**src/rtl/note_mixer.sv**
```systemverilog
// rtl/note_mixer.sv - scans note voices per sample tick, sums, scales and saturates into one mixed sample
module note_mixer #(
  parameter int NUM_VOICES = 4,
  parameter int SAMPLE_W   = 12,
  parameter int SHIFT      = 1,
  parameter int TIMEOUT    = 15
) (
  input  logic                           clk,
  input  logic                           rst,
  input  logic                           sample_tick,
  input  logic [NUM_VOICES-1:0]          voice_enable,
  input  logic [NUM_VOICES-1:0]          voice_valid,
  input  logic [NUM_VOICES*SAMPLE_W-1:0] voice_sample,
  output logic [NUM_VOICES-1:0]          agg_ack,
  output logic [SAMPLE_W-1:0]            mix_out,
  output logic                           mix_strobe,
  input  logic                           status_clr,
  output logic                           overrun,
  output logic [NUM_VOICES-1:0]          voice_missed
);

  localparam int IDX_W  = $clog2(NUM_VOICES);
  localparam int ACC_W  = SAMPLE_W + $clog2(NUM_VOICES);
  localparam int WAIT_W = $clog2(TIMEOUT + 1);
  localparam logic [IDX_W-1:0]  LAST_IDX = IDX_W'(NUM_VOICES - 1);
  localparam logic [WAIT_W-1:0] WAIT_MAX = WAIT_W'(TIMEOUT);

  typedef enum logic [1:0] {IDLE, SCAN, MIX} state_t;

  state_t              state;
  logic [IDX_W-1:0]    idx;
  logic [ACC_W-1:0]    acc;
  logic [WAIT_W-1:0]   wait_cnt;

  logic [SAMPLE_W-1:0]   cur_sample;
  logic                  cur_en;
  logic                  cur_valid;
  logic                  cur_timeout;
  logic                  advance;
  logic [NUM_VOICES-1:0] miss_set;
  logic [ACC_W-1:0]      shifted;
  logic [SAMPLE_W-1:0]   sat_mix;

  always_comb begin
    cur_sample = '0;
    cur_en     = 1'b0;
    cur_valid  = 1'b0;
    for (int i = 0; i < NUM_VOICES; i++) begin
      if (idx == IDX_W'(i)) begin
        cur_sample = voice_sample[i*SAMPLE_W +: SAMPLE_W];
        cur_en     = voice_enable[i];
        cur_valid  = voice_valid[i];
      end
    end
  end

  assign cur_timeout = cur_en && !cur_valid && (wait_cnt == WAIT_MAX);
  assign advance     = !cur_en || cur_valid || cur_timeout;

  always_comb begin
    agg_ack  = '0;
    miss_set = '0;
    for (int i = 0; i < NUM_VOICES; i++) begin
      if (state == SCAN && idx == IDX_W'(i)) begin
        agg_ack[i]  = voice_enable[i] && voice_valid[i];
        miss_set[i] = cur_timeout;
      end
    end
  end

  // Anything left above SAMPLE_W after scaling means the mix clips at full scale.
  assign shifted = acc >> SHIFT;
  assign sat_mix = (|shifted[ACC_W-1:SAMPLE_W]) ? {SAMPLE_W{1'b1}} : shifted[SAMPLE_W-1:0];

  always_ff @(posedge clk or posedge rst) begin
    if (rst) begin
      state        <= IDLE;
      idx          <= '0;
      acc          <= '0;
      wait_cnt     <= '0;
      mix_out      <= '0;
      mix_strobe   <= 1'b0;
      overrun      <= 1'b0;
      voice_missed <= '0;
    end else begin
      mix_strobe   <= 1'b0;
      // A set event in the same cycle as status_clr keeps the bit high.
      overrun      <= (sample_tick && state != IDLE) || (overrun && !status_clr);
      voice_missed <= (voice_missed & ~{NUM_VOICES{status_clr}}) | miss_set;
      case (state)
        IDLE: begin
          if (sample_tick) begin
            state    <= SCAN;
            idx      <= '0;
            acc      <= '0;
            wait_cnt <= '0;
          end
        end
        SCAN: begin
          if (advance) begin
            if (cur_en && cur_valid) acc <= acc + ACC_W'(cur_sample);
            wait_cnt <= '0;
            if (idx == LAST_IDX) state <= MIX;
            else                 idx   <= idx + IDX_W'(1);
          end else begin
            wait_cnt <= wait_cnt + WAIT_W'(1);
          end
        end
        MIX: begin
          mix_out    <= sat_mix;
          mix_strobe <= 1'b1;
          state      <= IDLE;
        end
        default: state <= IDLE;
      endcase
    end
  end

endmodule

```
**config.mk**
```make
export PLATFORM = sky130hd
export DESIGN_NAME = note_mixer
export DESIGN_NICKNAME = d
export VERILOG_FILES = /design/src/rtl/note_mixer.sv
export SDC_FILE = /design/constraint.sdc
export NUM_CORES = 1
export LEC_CHECK = 0
export BUFFER_PORTS_ARGS = -buffer_cell sky130_fd_sc_hd__buf_4
export CORE_ASPECT_RATIO = 0.8
export CORE_MARGIN = 2
export CORE_UTILIZATION = 55
export CTS_CLUSTER_SIZE = 30
export DETAILED_ROUTE_END_ITERATION = 10
export GPL_TIMING_DRIVEN = 1
export MAX_ROUTING_LAYER = met4
export PLACE_DENSITY_LB_ADDON = 0.25
export REMOVE_ABC_BUFFERS = 1
export SLEW_MARGIN = 15
export SYNTH_ARGS = -nofsm -noshare
export SYNTH_HDL_FRONTEND = slang
export SYNTH_SLANG_ARGS = --single-unit
```
**constraint.sdc**
```tcl
create_clock -name clk -period 9.25 [get_ports clk]
set_input_delay 1.85 -clock clk [delete_from_list [all_inputs] [get_ports clk]]
set_output_delay 1.85 -clock clk [all_outputs]
set_load 0.1 [all_outputs]
```
==> impl_metrics.toml, run 1 <==
[clock_tree]
htree_levels = 2
cts_resized = 0
clkTransAtPathRegs_ns = 0.08
cts_tree = "built"
post_cts_buffers = 0
clk_latency_ns = 0.30
cts_hold_buf = 0
clock_sinks = 40
cts_root_buf = "clkbuf_8"
cts_buffers = 5
cts_buffer_depth = 2

[critical_path]
critPathSlowestCell = "buf_4"
crit_cells = 4
worstPathRequired_ns = 7.40
reg2reg_to = "acc[11]$_DFFE_PP0P_"
worstSetupStartpointType = "primary input"
cp_slowest_stage_delay_ns = 0.33
worstPathMaxFanout = 2
crit_path_end_kind = "primary output"
cp_num_buf_inv = 3
reg2reg_depth = 14
critical-path-top-delay-family = "buffers and inverters"
worstPathArrival_ns = 2.52
crit_start = "voice_enable[3]"
cp-endpoint = "agg_ack[3]"
crit_path_frequent_cell = "buf_4"
worstSetupPathType = "in -> out"
r2r_start = "idx[1]$_DFFE_PP0P_"
reg2reg_slack_ns = 5.17
cp_cell_sequence = "buf_4 -> inv_1 -> nor3_1 -> buf_4"

[global_route]
grt_pass1_wl_um = 11900
grt_max_degree = 41
grt.total_usage_pct = 29.5
first_global_vias = 2638
antenna_found_initial = 0
overflow = 0

[route]
wl_met2_um = 3440
wire_per_inst_um = 15.2
dr.max_layer_used = "met4"
ant_nets = 0
drc = 0
routed-wl-met3_um = 461
m1WireLength_um = 3080
drt-initial-drc-count = 163
avgViaCountPerCell = 5.77
wirelength_um = 7160
drt_first_pass_iters = 4
dr_total_vias = 2724

[pwr]
cellPowerDensity_mw_per_mm2 = 377
p_leak_nw = 1.70
ir_drop_uv = 174

[synth]
syn_inst = 337
avgSynthCellArea_um2 = 8.06
synth_seq_area_share_pct = 36.8
ys_ff_latch = 40
synth_flop_cell = "dfrtp_1"
async_flop_share_pct = 100
ys_warn_count = 0
synth_edf_count = 0
syn_area_mm2 = 0.00272
yosysUniqueCellTypes = 51

[die]
io_pins = 82
rows = 22
fp.dieArea_mm2 = 0.00552
core_mm2 = 0.00468
chipWidth_um = 82.6
die_h_um = 66.9
initial_core_util_pct = 58.0

[timing]
setup_violations = 0
whs_ns = 0.482
report.final.slew_viol_count = 0
fin_crit_ns = 4.37
fin_skew_ns = 0.00458
relSlewSlack_pct = 43.1
max_clock_freq_mhz = 229
worst_pin_slew_ns = 0.854
hold_viol = 0
fin_crit_sh_pct = 47.2
rsz0062_at_grt = "no"
final.setup.tns_ns = 0
worst_slack_ns = 4.88

[final_layout]
final_common_cell = "buf_4"
final_cell_mix = "84 x buf_4, 57 x nand2_1, 43 x o21ai_0"
drive_above_1_share_pct = 23.8
area_growth_syn_to_layout_pct = 27.6
fin_util_pct = 74.1
antenna_cells = 0
final_cells = 472
layout.nets = 490

[place]
dp_slack_ns = 4.88
gp_congestion = 0.903
detailed_place_hpwl_um = 5290
port_buffers = 81
dp.cells = 464

[min_path]
hold_class = "reg -> reg"
hold_depth = 2

[outcome]
outcome = "completed"

[run]
maxCapViolCount = 0
worst reg2reg max path, delay by kind of cell (launching register included):
| kind | cells | cell delay (ns) |
|---|---|---|
| fa+ha+maj | 2 | 0.79 |
| simple gates | 2 | 0.78 |
| flops | 1 | 0.42 |
| compound gates | 8 | 1.83 |
| xor+xnor | 1 | 0.07 |
| buf+inv | 1 | 0.09 |
power by group:
group / total (mW) / leakage [nW] / switching, mW / internal (mW)
combinational: 0.871 / 1.10 / 0.587 / 0.284
sequential: 0.277 / 0.533 / 0.0473 / 0.230
clock: 0.159 / 0.0645 / 0.0633 / 0.0952
worst min-delay path by stage:
stage / start / end / slack [ns]
6_report: mix_out[7]$_DFFE_PP0P_ / mix_out[7]$_DFFE_PP0P_ / 0.48
2_1_floorplan: acc[0]$_DFFE_PP0P_ / acc[0]$_DFFE_PP0P_ / 0.46
5_1_grt: mix_out[9]$_DFFE_PP0P_ / mix_out[9]$_DFFE_PP0P_ / 0.51
3_3_place_gp: mix_out[9]$_DFFE_PP0P_ / mix_out[9]$_DFFE_PP0P_ / 0.46
3_5_place_dp: mix_out[7]$_DFFE_PP0P_ / mix_out[7]$_DFFE_PP0P_ / 0.47
4_1_cts: mix_out[11]$_DFFE_PP0P_ / mix_out[11]$_DFFE_PP0P_ / 0.49
logic make-up after synthesis:
family | Yosys count | share of synthesized area (%)
compound gates | 109 | 25.4
xor+xnor | 8 | 2.58
mux | 1 | 0.369
flops | 40 | 36.8
buf+inv | 31 | 4.97
fa+ha+maj | 19 | 9.03
simple gates | 129 | 20.8
per-stage QoR:
| stage | cell area, um^2 | power (mW) |
|---|---|---|
| 3_3_place_gp | 3340 | 1.11 |
| 5_1_grt | 3470 | 1.41 |
| 3_5_place_dp | 3340 | 1.14 |
| 4_1_cts | 3470 | 1.30 |
| 2_1_floorplan | 2630 | 0.932 |
| 6_report | 3470 | 1.31 |
state kept, by name, summed over array words and instances (netlist names):
| register | cells |
|---|---|
| state | 2 |
| voice_missed | 4 |
| mix_strobe | 1 |
| wait_cnt | 4 |
| idx | 2 |
| mix_out | 12 |
| overrun | 1 |
| acc | 14 |
cell usage after synthesis (all sizes together), types with 3 or more instances:
cell type	n	area, um^2
inv	14	52.6
nand2b	3	26.3
o21ai	44	220
a21o	4	30.0
nor3	5	25.0
buf	7	45.0
xor2	3	26.3
xnor2	5	43.8
nand2	58	220
o31ai	8	60.1
a21oi	23	119
and2	3	18.8
nor2	39	146
a211oi	4	35.0
ha	18	225
a22oi	9	67.6
dfrtp	40	1000
nand3	9	45.0
clkbuf	10	37.5
layer usage:
metal  GRT usage [%]  up-vias
li1                -     1341
met1            35.6     1265
met2            48.1       99
met3            7.72       19
met4            10.0        0
met5               -        -
layout make-up:
type / instances / area [um^2]
repair buffers: 84 / 631
fillers: 374 / 1210
flip-flops and latches: 40 / 1000
clock inverters: 1 / 30.0
inverters: 14 / 52.6
multi-input cells: 266 / 1580
clock buffers: 7 / 96.3
well taps: 60 / 75.1
No activity file was read; power rests on OpenSTA's default activity.
==> inputs of run 2 (changes only) <==
- ABC_AREA: unset -> 1
- CORE_UTILIZATION: 55 -> 53
- clock period: 9.25 -> 4.4 ns (I/O delays scaled with it)
==> impl_metrics.toml, run 2 <==
[outcome]
outcome = "completed"

[global_route]
grt_pass1_wl_um = 13100
first_global_vias = 2933
overflow = 0
antenna_found_initial = 0
grt_max_degree = 27
grt.total_usage_pct = 27.1

[critical_path]
worstSetupPathType = "reg -> reg"
reg2reg_slack_ns = 1.14
worstPathMaxFanout = 17
worstPathArrival_ns = 3.44
critPathSlowestCell = "ha_1"
crit_path_frequent_cell = "nand2_1"
worstPathRequired_ns = 4.58
cp_cell_sequence = "inv_1 -> ha_1 -> nor2_4 -> a22oi_1 -> nand2_1 -> o21ai_0 -> a21oi_1 -> ha_1 -> fa_1 -> nand3_1 -> nand3_1 -> a21oi_1 -> xor2_1 -> nor2_1 -> nand2_1 -> nand2_1"
crit_path_end_kind = "flop"
critical-path-top-delay-family = "adder cells"
cp_num_buf_inv = 1
worstSetupStartpointType = "flop"
cp_slowest_stage_delay_ns = 0.52

[synth]
synthSimpleGateAreaFrac_pct = 33.9
synth-xor-area-share_pct = 2.35
synth_flop_cell = "dfrtp_1"
synthMuxAreaShare_pct = 0
async_flop_share_pct = 100
synth_compound_gate_area_share_pct = 13.4
ys_warn_count = 0
ys_ff_latch = 40
synth_edf_count = 0
synth.area.top_cells = "dfrtp_1 34%, nand2_1 18%, nor2_1 8.6%, ha_1 7.6%, a21oi_1 6.2%"
synth_seq_area_share_pct = 33.6
synth_fa_ha_area_share_pct = 8.23
synth_top_family_by_area = "simple AND/OR/NAND/NOR gates"
yosys-top-cells-count = "141 x nand2_1, 68 x nor2_1, 48 x inv_1, 40 x dfrtp_1, 37 x a21oi_1"
yosysTopAreaCellShare_pct = 33.6
syn_inst = 444
avgSynthCellArea_um2 = 6.71
yosysTopAreaCell = "dfrtp_1"
yosysUniqueCellTypes = 28
yosysMostFrequentCell = "nand2_1"
syn_area_mm2 = 0.00298

[timing]
fin_crit_ns = 3.26
fin_crit_sh_pct = 74.1
relSlewSlack_pct = 34.0
hold_viol = 0
final.setup.tns_ns = 0
setup_violations = 0
max_clock_freq_mhz = 307
report.final.slew_viol_count = 0
fin_skew_ns = 0.00373
worst_pin_slew_ns = 0.989
whs_ns = 0.506
rsz0062_at_grt = "no"

[die]
core_mm2 = 0.00544
die_h_um = 71.1
initial_core_util_pct = 54.8
io_pins = 82
fp.dieArea_mm2 = 0.00624
rows = 24
chipWidth_um = 87.8

[min_path]
hold_class = "reg -> reg"

[clock_tree]
cts_buffer_depth = 2
cts_hold_buf = 0
cts_tree = "built"
clk_latency_ns = 0.29
clock_sinks = 40
post_cts_buffers = 0
cts_resized = 0
cts_buffers = 5
cts_root_buf = "clkbuf_8"
clkTransAtPathRegs_ns = 0.08
htree_levels = 2

[final_layout]
regArea_mm2 = 0.00100
area_growth_syn_to_layout_pct = 25.5
antenna_cells = 0
layout.nets = 600
multiInputGateArea_mm2 = 0.00172
reg_top3 = "acc: 14 flops, mix_out: 12 flops"
largest_register = "acc"
final_common_cell = "nand2_1"
final_cell_mix = "141 x nand2_1, 83 x buf_4, 68 x nor2_1"
largest_reg_flops = 14
drive_above_1_share_pct = 19.2
fillers = 465

[place]
detailed_place_hpwl_um = 6040
port_buffers = 81
gp_congestion = 0.956

[pwr]
ir_drop_uv = 350
p_leak_nw = 2.08
cellPowerDensity_mw_per_mm2 = 900

[route]
dr_total_vias = 3127
ant_nets = 0
wire_per_inst_um = 12.6
drt-initial-drc-count = 252
drc = 0
wirelength_um = 7560
drt_first_pass_iters = 5
avgViaCountPerCell = 5.21

[run]
maxCapViolCount = 0
[run 2: cell count changes after synthesis, moves of 7 or more]
cell,delta
nor2_1,+29
o31ai_1,-8
o21ai_0,-28
nand3_1,+7
inv_1,+34
nand2_1,+84
a21oi_1,+15
[run 2: path summary, 6_finish.rpt]
| check | start | to | depth (start not counted) |
|---|---|---|---|
| setup / recovery | idx[1]$_DFFE_PP0P_ | acc[8]$_DFFE_PP0P_ | 16 |
| hold / removal | acc[0]$_DFFE_PP0P_ | acc[0]$_DFFE_PP0P_ | 2 |
| setup reg to reg | idx[1]$_DFFE_PP0P_ | acc[8]$_DFFE_PP0P_ | 16 |
| hold reg to reg | acc[0]$_DFFE_PP0P_ | acc[0]$_DFFE_PP0P_ | 2 |
| max in group asynchronous | rst | acc[10]$_DFFE_PP0P_ | 3 |
| min in group asynchronous | rst | mix_out[0]$_DFFE_PP0P_ | 2 |
[run 2: worst register-to-register path, cell delays in order (launching register included)]
cell     delay (ns)
dfrtp_1        0.42
inv_1          0.09
ha_1           0.52
nor2_4         0.16
a22oi_1        0.17
nand2_1        0.06
o21ai_0        0.09
a21oi_1        0.10
ha_1           0.26
fa_1           0.43
nand3_1        0.11
nand3_1        0.18
a21oi_1        0.24
xor2_1         0.16
nor2_1         0.05
nand2_1        0.07
nand2_1        0.05
[run 2: power breakdown]
| part | internal, mW | switching [mW] | leakage (nW) |
|---|---|---|---|
| clock | 0.168 | 0.127 | 0.0552 |
| combinational | 0.771 | 1.68 | 1.51 |
| sequential | 0.501 | 0.121 | 0.518 |
[run 2: metrics by stage]
| stage | area [um^2] | power, mW | instances | util, % | setup WS (ns) |
|---|---|---|---|---|---|
| global route | 3740 | 3.71 | 600 | 68.8 | 0.815 |
| finish | 3740 | 3.36 | 600 | 68.8 | 1.14 |
| CTS | 3740 | 3.34 | 600 | 68.8 | 1.17 |
| floorplan | 2910 | 2.51 | 431 | - | 0.541 |
| detailed placement | 3630 | 3.04 | 592 | 66.8 | 1.20 |
| global placement | 3630 | 2.97 | 592 | 66.8 | 1.30 |
[run 2: final cells by class]
type	instances	area share, %
clock inverter	2	0.937
multi-input combinational	341	46.1
tap	78	2.61
clock buffer	6	1.94
sequential	40	26.8
inverter	50	5.02
timing repair buffer	83	16.7
[run 2: kinds of logic (layout without fill, tap and decap cells)]
group | Yosys count | after routing
fa+ha+maj | 19 | 19
flops | 40 | 40
simple gates | 243 | 243
compound gates | 71 | 71
buf+inv | 63 | 141
xor+xnor | 8 | 8
[run 2: routing by layer]
layer / GRT usage [%] / up-vias / wire length, um
li1: - / 1568 / -
met1: 39.4 / 1411 / 3620
met2: 40.0 / 135 / 3280
met3: 3.38 / 13 / 565
met4: 7.01 / 0 / 87
met5: - / - / 0
==> inputs of run 3 (changes only) <==
- ABC_AREA: 1 -> 0
- CORE_UTILIZATION: 53 -> 52
- clock period: 4.4 -> 3.25 ns (I/O delays scaled with it)
==> impl_metrics.toml, run 3 (synthesis results as in run 1) <==
[timing]
fin_crit_sh_pct = 93.4
final.setup.tns_ns = 0
report.final.slew_viol_count = 0
worst_pin_slew_ns = 0.712
whs_ns = 0.474
hold_viol = 0
rsz0062_at_grt = "no"
max_clock_freq_mhz = 330
relSlewSlack_pct = 52.4
setup_violations = 0
fin_crit_ns = 3.03
fin_skew_ns = 0.0132

[clock_tree]
cts_buffers = 5
clk_latency_ns = 0.31
htree_levels = 2
cts_buffer_depth = 2
cts_tree = "built"
cts_root_buf = "clkbuf_8"
clkTransAtPathRegs_ns = 0.09
clock_sinks = 40

[route]
wirelength_um = 7330
dr_total_vias = 2716
drt-initial-drc-count = 162
wire_per_inst_um = 15.1
avgViaCountPerCell = 5.59
ant_nets = 0
drc = 0
drt_first_pass_iters = 4

[final_layout]
fillers = 396
largest_reg_flops = 14
design_area_mm2 = 0.00356
reg_top3 = "acc: 14 flops, mix_out: 12 flops"
area_growth_syn_to_layout_pct = 31.0
drive_above_1_share_pct = 27.6
antenna_cells = 0
largest_register = "acc"
layout.nets = 502
final_cell_mix = "96 x buf_4, 57 x nand2_1, 42 x o21ai_0"
final_common_cell = "buf_4"

[critical_path]
crit_cells = 14
worstSetupPathType = "reg -> reg"
reg2reg_depth = 14
crit_path_end_kind = "flop"
cp_cell_sequence = "inv_1 -> ha_1 -> nor2b_4 -> a22oi_1 -> nor2_1 -> a21oi_1 -> o21ai_1 -> ha_1 -> a211oi_1 -> o21ai_2 -> a31oi_2 -> o31a_1 -> xnor2_1 -> a31o_2"
worstPathArrival_ns = 3.24
reg2reg_slack_ns = 0.22
cp_num_buf_inv = 1
cp_slowest_stage_delay_ns = 0.40
worstPathRequired_ns = 3.46
worstPathMaxFanout = 7
crit_path_frequent_cell = "ha_1"
worstSetupStartpointType = "flop"
r2r_start = "idx[0]$_DFFE_PP0P_"
crit_start = "idx[0]$_DFFE_PP0P_"
critical-path-top-delay-family = "compound AO/OA/AOI/OAI gates"
cp-endpoint = "acc[11]$_DFFE_PP0P_"
reg2reg_to = "acc[11]$_DFFE_PP0P_"
critPathSlowestCell = "dfrtp_1"

[pwr]
ir_drop_uv = 641
cellPowerDensity_mw_per_mm2 = 1060
p_leak_nw = 1.74

[place]
dpl_cell_area_mm2 = 0.00342
gp_congestion = 0.920
port_buffers = 81
detailed_place_hpwl_um = 5680

[global_route]
overflow = 0
antenna_found_initial = 0
first_global_vias = 2520
grt.total_usage_pct = 26.9
grt_max_degree = 41
grt_pass1_wl_um = 11900

[die]
die_h_um = 68.6
rows = 23
core_mm2 = 0.00504
fp.dieArea_mm2 = 0.00582
chipWidth_um = 84.8
initial_core_util_pct = 53.9
io_pins = 82

[outcome]
outcome = "completed"

[run]
maxCapViolCount = 0

[min_path]
hold_class = "in -> async"
[run 3: metrics by stage]
| step | setup slack, ns | power [mW] | std cells | utilization (%) |
|---|---|---|---|---|
| final | 0.216 | 3.79 | 486 | 70.6 |
| after global routing | 0.0138 | 4.07 | 486 | 70.6 |
| after CTS | 0.0351 | 3.72 | 485 | 70.0 |
| after detailed placement | -0.112 | 3.34 | 477 | 68.0 |
| after global placement | 0.106 | 3.27 | 477 | 68.0 |
| after floorplan | -0.717 | 2.65 | 320 | - |
[run 3: per-layer routing]
layer	vias up	wire (um)	global-route usage (%)
li1	1358	-	-
met1	1267	3350	34.3
met2	76	3500	44.8
met3	15	363	5.00
met4	0	116	7.54
met5	-	0	-
[run 3: area by class of cell]
| type | instances | area, um^2 | share of cell area, % |
|---|---|---|---|
| multi-input cells | 266 | 1610 | 45.2 |
| repair buffers | 96 | 721 | 20.3 |
| inverters | 14 | 52.6 | 1.48 |
| clock inverters | 2 | 15.0 | 0.422 |
| clock buffers | 6 | 82.6 | 2.32 |
| flip-flops and latches | 40 | 1000 | 28.1 |
| well taps | 62 | 77.6 | 2.18 |
[run 3: power breakdown]
part	switching, mW	internal, mW
registers	0.128	0.654
logic	1.71	0.934
clock network	0.188	0.172
[run 3: worst min-delay path by stage]
stage               slack (ns)  depth (start not counted)                      end
finish                    0.47                          3  mix_out[11]$_DFFE_PP0P_
CTS                       0.49                          3  mix_out[11]$_DFFE_PP0P_
global placement          0.46                          2   mix_out[9]$_DFFE_PP0P_
global route              0.52                          2   mix_out[2]$_DFFE_PP0P_
floorplan                 0.46                          2       acc[0]$_DFFE_PP0P_
detailed placement        0.47                          2   mix_out[5]$_DFFE_PP0P_
[run 3: what timing repair did]
item | 4_1_cts | 5_1_grt
setup buffers | 0 | 1
pin swaps | 0 | 2
setup endpoints to repair | 4 | 6
resized for setup | 1 | 8
hold buffers | 0 | 0
gates cloned | 0 | 0
[run 3: worst register-to-register path: cells and delay by family, from the launching register on]
kind / cells / cell delay [ns]
compound gates: 8 / 1.56
fa+ha+maj: 2 / 0.50
flops: 1 / 0.40
simple gates: 2 / 0.34
buf+inv: 1 / 0.08
xor+xnor: 1 / 0.07
